$ cat src/rtl/rc4_pkg.sv
// Shared definitions for the RC4 keystream/decrypt stage: FSM states, ASCII bounds and
// the printable-character predicate used for early wrong-key rejection.
package rc4_pkg;

  typedef enum logic [3:0] {
    ST_IDLE,
    ST_SET_I,
    ST_WAIT_I,
    ST_LATCH_I,
    ST_WAIT_J,
    ST_LATCH_J,
    ST_WRITE_I,
    ST_WRITE_J,
    ST_WAIT_F,
    ST_LATCH_F,
    ST_NEXT,
    ST_DONE
  } prga_state_t;

  localparam logic [7:0] ASCII_SPACE = 8'h20;
  localparam logic [7:0] ASCII_A_LO  = 8'h61;
  localparam logic [7:0] ASCII_Z_LO  = 8'h7A;
  localparam int         RC4_MSG_LEN = 32;

  // Plaintext alphabet is space plus lowercase letters only.
  function automatic logic is_printable(input logic [7:0] b);
    return (b == ASCII_SPACE) || ((b >= ASCII_A_LO) && (b <= ASCII_Z_LO));
  endfunction

endpackage

$ cat src/rtl/rc4_prga_decrypt.sv
// RC4 PRGA: swaps S[i]/S[j] in the S RAM, forms f = S[S[i]+S[j]] and writes ROM[k]^f
// to the output RAM, one byte every ten cycles, optionally aborting on a non-printable byte.
module rc4_prga_decrypt
  import rc4_pkg::*;
#(
  parameter int MSG_LEN     = RC4_MSG_LEN,
  parameter bit CHECK_ASCII = 1'b1
) (
  input  logic       clk,
  input  logic       reset,
  input  logic       start,
  output logic       finish,
  output logic       key_invalid,
  output logic [7:0] s_addr,
  output logic [7:0] s_wdata,
  output logic       s_wren,
  input  logic [7:0] s_rdata,
  output logic [7:0] rom_addr,
  input  logic [7:0] rom_rdata,
  output logic [7:0] out_addr,
  output logic [7:0] out_wdata,
  output logic       out_wren
);

  localparam logic [7:0] LAST_K = 8'(MSG_LEN - 1);

  prga_state_t state_q, state_d;
  logic [7:0]  i_q, i_d, j_q, j_d, k_q, k_d, si_q, si_d, sj_q, sj_d;
  logic [7:0]  s_addr_q, s_addr_d, s_wdata_q, s_wdata_d;
  logic [7:0]  rom_addr_q, rom_addr_d, out_addr_q, out_addr_d, out_wdata_q, out_wdata_d;
  logic        s_wren_q, s_wren_d, out_wren_q, out_wren_d, key_invalid_q, key_invalid_d;

  always_comb begin
    state_d       = state_q;
    i_d           = i_q;
    j_d           = j_q;
    k_d           = k_q;
    si_d          = si_q;
    sj_d          = sj_q;
    s_addr_d      = s_addr_q;
    s_wdata_d     = s_wdata_q;
    s_wren_d      = s_wren_q;
    rom_addr_d    = rom_addr_q;
    out_addr_d    = out_addr_q;
    out_wdata_d   = out_wdata_q;
    out_wren_d    = out_wren_q;
    key_invalid_d = key_invalid_q;
    case (state_q)
      ST_IDLE: begin
        if (start) begin
          i_d           = 8'd0;
          j_d           = 8'd0;
          k_d           = 8'd0;
          key_invalid_d = 1'b0;
          state_d       = ST_SET_I;
        end
      end
      ST_SET_I: begin
        i_d      = i_q + 8'd1;
        s_addr_d = i_q + 8'd1;
        state_d  = ST_WAIT_I;
      end
      ST_WAIT_I: state_d = ST_LATCH_I;
      ST_LATCH_I: begin
        si_d     = s_rdata;
        j_d      = j_q + s_rdata;
        s_addr_d = j_q + s_rdata;
        state_d  = ST_WAIT_J;
      end
      ST_WAIT_J: state_d = ST_LATCH_J;
      // Swap is two back-to-back writes; i==j simply writes the same value twice.
      ST_LATCH_J: begin
        sj_d      = s_rdata;
        s_addr_d  = i_q;
        s_wdata_d = s_rdata;
        s_wren_d  = 1'b1;
        state_d   = ST_WRITE_I;
      end
      ST_WRITE_I: begin
        s_addr_d  = j_q;
        s_wdata_d = si_q;
        s_wren_d  = 1'b1;
        state_d   = ST_WRITE_J;
      end
      ST_WRITE_J: begin
        s_wren_d   = 1'b0;
        s_addr_d   = si_q + sj_q;
        rom_addr_d = k_q;
        state_d    = ST_WAIT_F;
      end
      ST_WAIT_F: state_d = ST_LATCH_F;
      ST_LATCH_F: begin
        out_addr_d  = k_q;
        out_wdata_d = s_rdata ^ rom_rdata;
        out_wren_d  = 1'b1;
        state_d     = ST_NEXT;
      end
      ST_NEXT: begin
        out_wren_d = 1'b0;
        k_d        = k_q + 8'd1;
        if (CHECK_ASCII && !is_printable(out_wdata_q)) begin
          key_invalid_d = 1'b1;
          state_d       = ST_DONE;
        end else if (k_q == LAST_K) begin
          state_d = ST_DONE;
        end else begin
          state_d = ST_SET_I;
        end
      end
      // Holding start high here must not retrigger a run.
      ST_DONE: begin
        if (!start) state_d = ST_IDLE;
      end
      default: state_d = ST_IDLE;
    endcase
  end

  always_ff @(posedge clk) begin
    if (reset) begin
      state_q       <= ST_IDLE;
      i_q           <= 8'd0;
      j_q           <= 8'd0;
      k_q           <= 8'd0;
      si_q          <= 8'd0;
      sj_q          <= 8'd0;
      s_addr_q      <= 8'd0;
      s_wdata_q     <= 8'd0;
      s_wren_q      <= 1'b0;
      rom_addr_q    <= 8'd0;
      out_addr_q    <= 8'd0;
      out_wdata_q   <= 8'd0;
      out_wren_q    <= 1'b0;
      key_invalid_q <= 1'b0;
    end else begin
      state_q       <= state_d;
      i_q           <= i_d;
      j_q           <= j_d;
      k_q           <= k_d;
      si_q          <= si_d;
      sj_q          <= sj_d;
      s_addr_q      <= s_addr_d;
      s_wdata_q     <= s_wdata_d;
      s_wren_q      <= s_wren_d;
      rom_addr_q    <= rom_addr_d;
      out_addr_q    <= out_addr_d;
      out_wdata_q   <= out_wdata_d;
      out_wren_q    <= out_wren_d;
      key_invalid_q <= key_invalid_d;
    end
  end

  assign finish      = (state_q == ST_DONE);
  assign key_invalid = key_invalid_q;
  assign s_addr      = s_addr_q;
  assign s_wdata     = s_wdata_q;
  assign s_wren      = s_wren_q;
  assign rom_addr    = rom_addr_q;
  assign out_addr    = out_addr_q;
  assign out_wdata   = out_wdata_q;
  assign out_wren    = out_wren_q;

endmodule

$ cat config.mk
export PLATFORM = sky130hd
export DESIGN_NAME = rc4_prga_decrypt
export DESIGN_NICKNAME = d
export VERILOG_FILES = /design/src/rtl/rc4_pkg.sv /design/src/rtl/rc4_prga_decrypt.sv
export SDC_FILE = /design/constraint.sdc
export NUM_CORES = 1
export LEC_CHECK = 0
export ABC_AREA = 1
export CAP_MARGIN = 20
export CORE_UTILIZATION = 49
export DETAILED_ROUTE_END_ITERATION = 12
export PLACE_DENSITY = 0.8
export SYNTH_ARGS = -nofsm -noshare
export SYNTH_HDL_FRONTEND = slang
export SYNTH_SLANG_ARGS = --single-unit
$ cat constraint.sdc
create_clock -name clk -period 1.67 [get_ports clk]
set_input_delay 0.167 -clock clk [delete_from_list [all_inputs] [get_ports clk]]
set_output_delay 0.167 -clock clk [all_outputs]
set_load 0.02 [all_outputs]
-- Yosys cells after proc, flatten, opt, wreduce, memory -nomap -nowiden
Cells that the tools add are included.
- register bits: 87
- bits of input ports: 19
- output and inout port bits: 44
- add/subtract/negate cells: 4
- magnitude comparators: 2
- eq/ne operators: 16
- mux-type cells: 16
- bitwise logic cells: 1
- reduce and logical (&&, ||, !) cells: 16
- operators by type and width (operator ; number):
    $pmux 8 s2 ; 4
    $pmux 4 s12 ; 1
    $pmux 8 s5 ; 1
    $add 8x1->8 const B ; 2
    $add 8x8->8 ; 2
    $eq 4x3->1 const B ; 4
    $eq 4x4->1 const B ; 4
    $mux 4 ; 4
    $reduce_bool 2->1 ; 6
    $eq 4x2->1 const B ; 2
    $eq 8x5->1 const B ; 1
    $eq 8x6->1 const B ; 1
    $ge 8x7->1 const B ; 1
    $le 8x7->1 const B ; 1
    $mux 8 ; 1
    $reduce_and 2->1 ; 4
    $xor 8x8->8 ; 1
    $ne 2x2->1 const B ; 3
    $pmux 1 s2 ; 3
    $reduce_bool 5->1 ; 1
    $eq 4x1->1 const B ; 1
    $logic_not 4->1 ; 1
    $reduce_and 3->1 ; 1
    $mux 1 ; 2
    3 further kinds ; 3

-- Depth between registers and ports, before layout
- depth in word-level cells: 5
- depth in mapped cells: 11
- depth with buffers taken out: 11

-- Least setup slack after synthesis
Ideal clock, no wire load.
- path kind: register -> register
- from: register j_q[0]
- to: register s_addr_q[6], in the netlist s_addr[6]
- library setup time: 0.109 ns
- arrival: 1.508 ns
- required time: 1.561 ns
- path slack: 0.053 ns
- stages on the path, launching flop included: 11
- buffers on the path: 0
- clock period less this slack: 1.617 ns
- cell sequence: dfxtp_1 ha_1 fa_1 nand3_1 nand2_1 nand3_1 nand2_1 o21ai_0 nand3_1 nand2_1 inv_1
- cells in the longest elaborated chain, start to end: 2
- RTL lines (what ; RTL line ; text):
    from (decl) ; rc4_prga_decrypt.sv:28 ; logic [7:0] i_q, i_d, j_q, j_d, k_q, k_d, si_q, si_d, sj_q, sj_d;
    from (signal assigned) ; rc4_prga_decrypt.sv:137 ; j_q <= j_d;
    $add 8x8->8 ; rc4_prga_decrypt.sv:67 ; s_addr_d = j_q + s_rdata;
    $pmux 8 s5 ; rc4_prga_decrypt.sv:48 ; case (state_q)
    to (signal assigned) ; rc4_prga_decrypt.sv:141 ; s_addr_q <= s_addr_d;
    to (decl) ; rc4_prga_decrypt.sv:29 ; logic [7:0] s_addr_q, s_addr_d, s_wdata_q, s_wdata_d;
No other way between the ends.
A chain may end at the register's enable or synchronous reset.

-- Worst setup path in the final report
- from: register sj_q[0]
- to: register s_addr_q[4], in the netlist s_addr[4]
- cells in the longest elaborated chain, start to end: 2
- RTL lines (what ; RTL line ; text):
    from (decl) ; rc4_prga_decrypt.sv:28 ;
    from (signal assigned) ; rc4_prga_decrypt.sv:140 ; sj_q <= sj_d;
    $add 8x8->8 ; rc4_prga_decrypt.sv:87 ; s_addr_d = si_q + sj_q;
    $pmux 8 s5 ; rc4_prga_decrypt.sv:48 ;
No other way between the ends.

==> results by group <==
Synthesis
  • Cell area after synthesis: 0.00431 mm2
  • Cell variety after synth: 37
  • Cell taking the most area after synthesis: dfxtp_1
  • Yosys top cell area share: 0.404
  • Predominant post-synthesis flop cell: dfxtp_1
  • Synth Area in Simple Gates: 0.262
  • Synth Warn #: 0
  • Post-synthesis cell count: 602
  • Sequential element share of the synthesized area: 0.404
  • Complex-gate fraction of the synthesized area: 0.177
  • Ys async rst share: 0
  • Adder-Cell Fraction of Synth Area: 0.0558
  • Synthesized Nets: about 640
  • Avg Cell Area, Syn: 7.15 um2
  • Synth Area in XOR/XNOR: 0.0224
  • Post-synthesis register bit count: 87
  • Dominant cells by area after synthesis: dfxtp_1 40%, nand2_1 13%, a21oi_1 7.9%
  • Largest family of logic cells by synthesized area: simple AND/OR/NAND/NOR gates
  • Post-synth EDFFs: 0
  • Multiplexer area fraction after synthesis: 0

Clock tree
  • Clk root buf: clkbuf_8
  • H-tree levels: 3
  • Clock Latency Late Sink: 0.37 ns
  • Sink Count: slightly below 90
  • Post-CTS Hold Buffers: 0
  • Longest Clk Path Bufs: 2
  • CTS Buf Count: 9
  • CTS tree: built
  • Worst-path clk slew: 0.09 ns

Timing
  • Final setup fails: 0
  • Tmin final: around 1.7 ns
  • Slew margin rel.: 0.727
  • Tcrit/Tclk final: 0.995
  • Slew Viols, Final: 0
  • RSZ-0062 raised after global routing: true
  • Measured slew at the worst slew-check pin: 0.410 ns
  • Final Hold Viols: 0
  • Final hold slack: 0.244 ns
  • Clock Skew: 0.0148 ns
  • Fmax: 602 MHz

Power and ir drop
  • Logic gate share of total power: 0.151
  • Sw frac: 0.287
  • Sw Pwr: around 1300 uW
  • Clock power frac: 0.351
  • Maximum vdd drop: roughly 0.47 mV
  • Reg power frac: 0.498
  • Power Dens Cells: 763 mW/mm2
  • Power Internal: slightly above 3000 uW
  • Static leakage: 0.00236 uW

Run
  • Max cap viols: 0

Final layout
  • Most frequent cells in the layout: 138 x nand2_1, 78 x dfxtp_1, 63 x a21oi_1
  • Commonest non-fill, non-tap cell in the layout: nand2_1
  • Share of layout cells above drive strength 1: 0.195
  • Antenna diodes: 0
  • Layout net count: between 700 and 800
  • Area grow syn2layout: 33.2%
  • Design area: 0.00574 mm2

GRT
  • First-pass GRT wire length: 18900 um
  • GRT Resource Usage Total: 0.270
  • Largest net degree at the start of global routing: 27
  • Initial antenna violation count: 0
  • Vias in the first global route: 4066
  • Total congestion overflow: 0

Placed design
  • IO buf count: 62
  • Placer congestion estimate: 0.959
  • Final HPWL DP: 8740 um
  • Area after DPL: 0.00526 mm2

Hold path
  • Hold Crit Class: input port to register

Critical path
  • Max FO, Critical Path: 4
  • Critical path arrival: approximately 1.9 ns
  • Cells along the critical path: ha_4, fa_2, nand3_2, nand2_2, o21ai_2, nand2_1, nor3_2, nor2_1
  • Worst Setup End Kind: register
  • WP buf/inv: 0
  • CP top delay family: adder cells
  • Slowest stage delay, CP: roughly 0.41 ns
  • CP startpoint kind: register
  • Flop2flop setup slack: between 0.008 and 0.009 ns
  • Worst setup path class: register to register
  • Slowest-stage cell, CP: fa_2
  • CP required: 1.92 ns

Floorplanning
  • Row cnt: 33
  • Die W: 95.8 um
  • # IOs: 63
  • Initial Util: 0.516
  • Die height: about 96 um
  • Die area: 0.00917 mm2
  • Core region area: 0.00834 mm2

Drt
  • Routed vias: 4541
  • WL final: 12500 um
  • Drt pass-1 iters: 5
  • Post-route ant nets: 0
  • Detailed Route Iter0 Violations: 316
  • Via density: between 5 and 6
  • Drt wl/cell: 15.5 um
  • DRC violations left: 0

Status
  • Outcome: complete, no violations
==> worst paths after layout <==
| check | to | start | cells past startpoint |
|---|---|---|---|
| worst max-delay path | s_addr[4]$_SDFFE_PP0P_ | sj_q[0]$_SDFFE_PP0P_ | 8 |
| worst min-delay path | sj_q[1]$_SDFFE_PP0P_ | s_rdata[1] | 3 |
| worst max register to register | s_addr[4]$_SDFFE_PP0P_ | sj_q[0]$_SDFFE_PP0P_ | 8 |
| worst min register to register | s_addr[7]$_SDFFE_PP0P_ | s_addr[7]$_SDFFE_PP0P_ | 2 |
==> what timing repair did <==
item	4_1_cts	5_1_grt
endpoints found under the setup margin	4	19
setup buffers	0	4
endpoints found under the hold margin	0	0
gates resized for setup	16	53
pin swaps	3	12
==> power by group through the flow <==
stage,Clock (uW),Combinational [uW],Sequential [uW]
final,1540,659,2180
after detailed placement,0,580,2220
after global placement,0,568,2220
after global routing,1650,711,2190
after CTS,1540,588,2170
after floorplan,0,308,2240
==> metal layers <==
layer / vias to the layer above / part of all wire / GRT usage
met1: 2131 / 0.41 / 0.333
met2: 185 / 0.49 / 0.455
met5: - / 0 / 0
li1: 2184 / - / -
met4: 0 / 0.025 / 0.132
met3: 41 / 0.071 / 0.0474
==> tightest hold or removal path, stage by stage <==
cell and delay, ns:
dlymetal6s2s_1 0.21, nand2_1 0.12, a21oi_1 0.06
==> state kept, by name, summed over array words and instances (netlist names) <==
signal       flops
key_invalid      1
rom_addr         8
s_wren           1
si_q             8
out_addr         8
s_wdata          8
j_q              8
out_wdata        8
state_q          4
i_q              8
s_addr           8
out_wren         1
sj_q             8
k_q              8
==> synthesized netlist by cell type, drive strengths merged (2+ instances only) <==
cell type	count
dfxtp	87
o21ai	42
xnor2	5
o21bai	2
nand2	148
a211oi	5
buf	9
nor3	6
a21oi	69
o31ai	2
nor2	56
ha	16
fa	2
a31oi	12
xor2	6
or2	3
nand4	8
inv	67
clkbuf	10
nand3	40
==> per-stage QoR <==
stage	std cells	power (uW)	TNS (ns)	setup slack [ns]	util
after floorplan	602	2550	0	0.0528	-
after global placement	787	2790	-3.59	-0.416	0.630
after detailed placement	787	2800	-3.95	-0.467	0.630
after CTS	802	4300	0	0.00491	0.658
after global routing	806	4540	-0.360	-0.0859	0.688
final	806	4380	0	0.00837	0.688
==> kinds of logic (layout without fill, tap and decap cells) <==
group | after synthesis | after routing
DFF | 87 | 87
AOI/OAI and AO/OA | 138 | 138
buffers and inverters | 86 | 185
adders and majority gates | 18 | 18
xor gates and xnor gates | 11 | 11
and+or+nand+nor | 262 | 262
==> final cells by class <==
type	count	area [um2]
clock buffers	9	124
inverters	67	262
multi-input cells	429	2450
flip-flops and latches	87	1750
fillers	654	2600
well taps	105	131
clock inverters	7	77.6
repair buffers	102	937
Note: power is estimated with default switching activity, not from simulation.
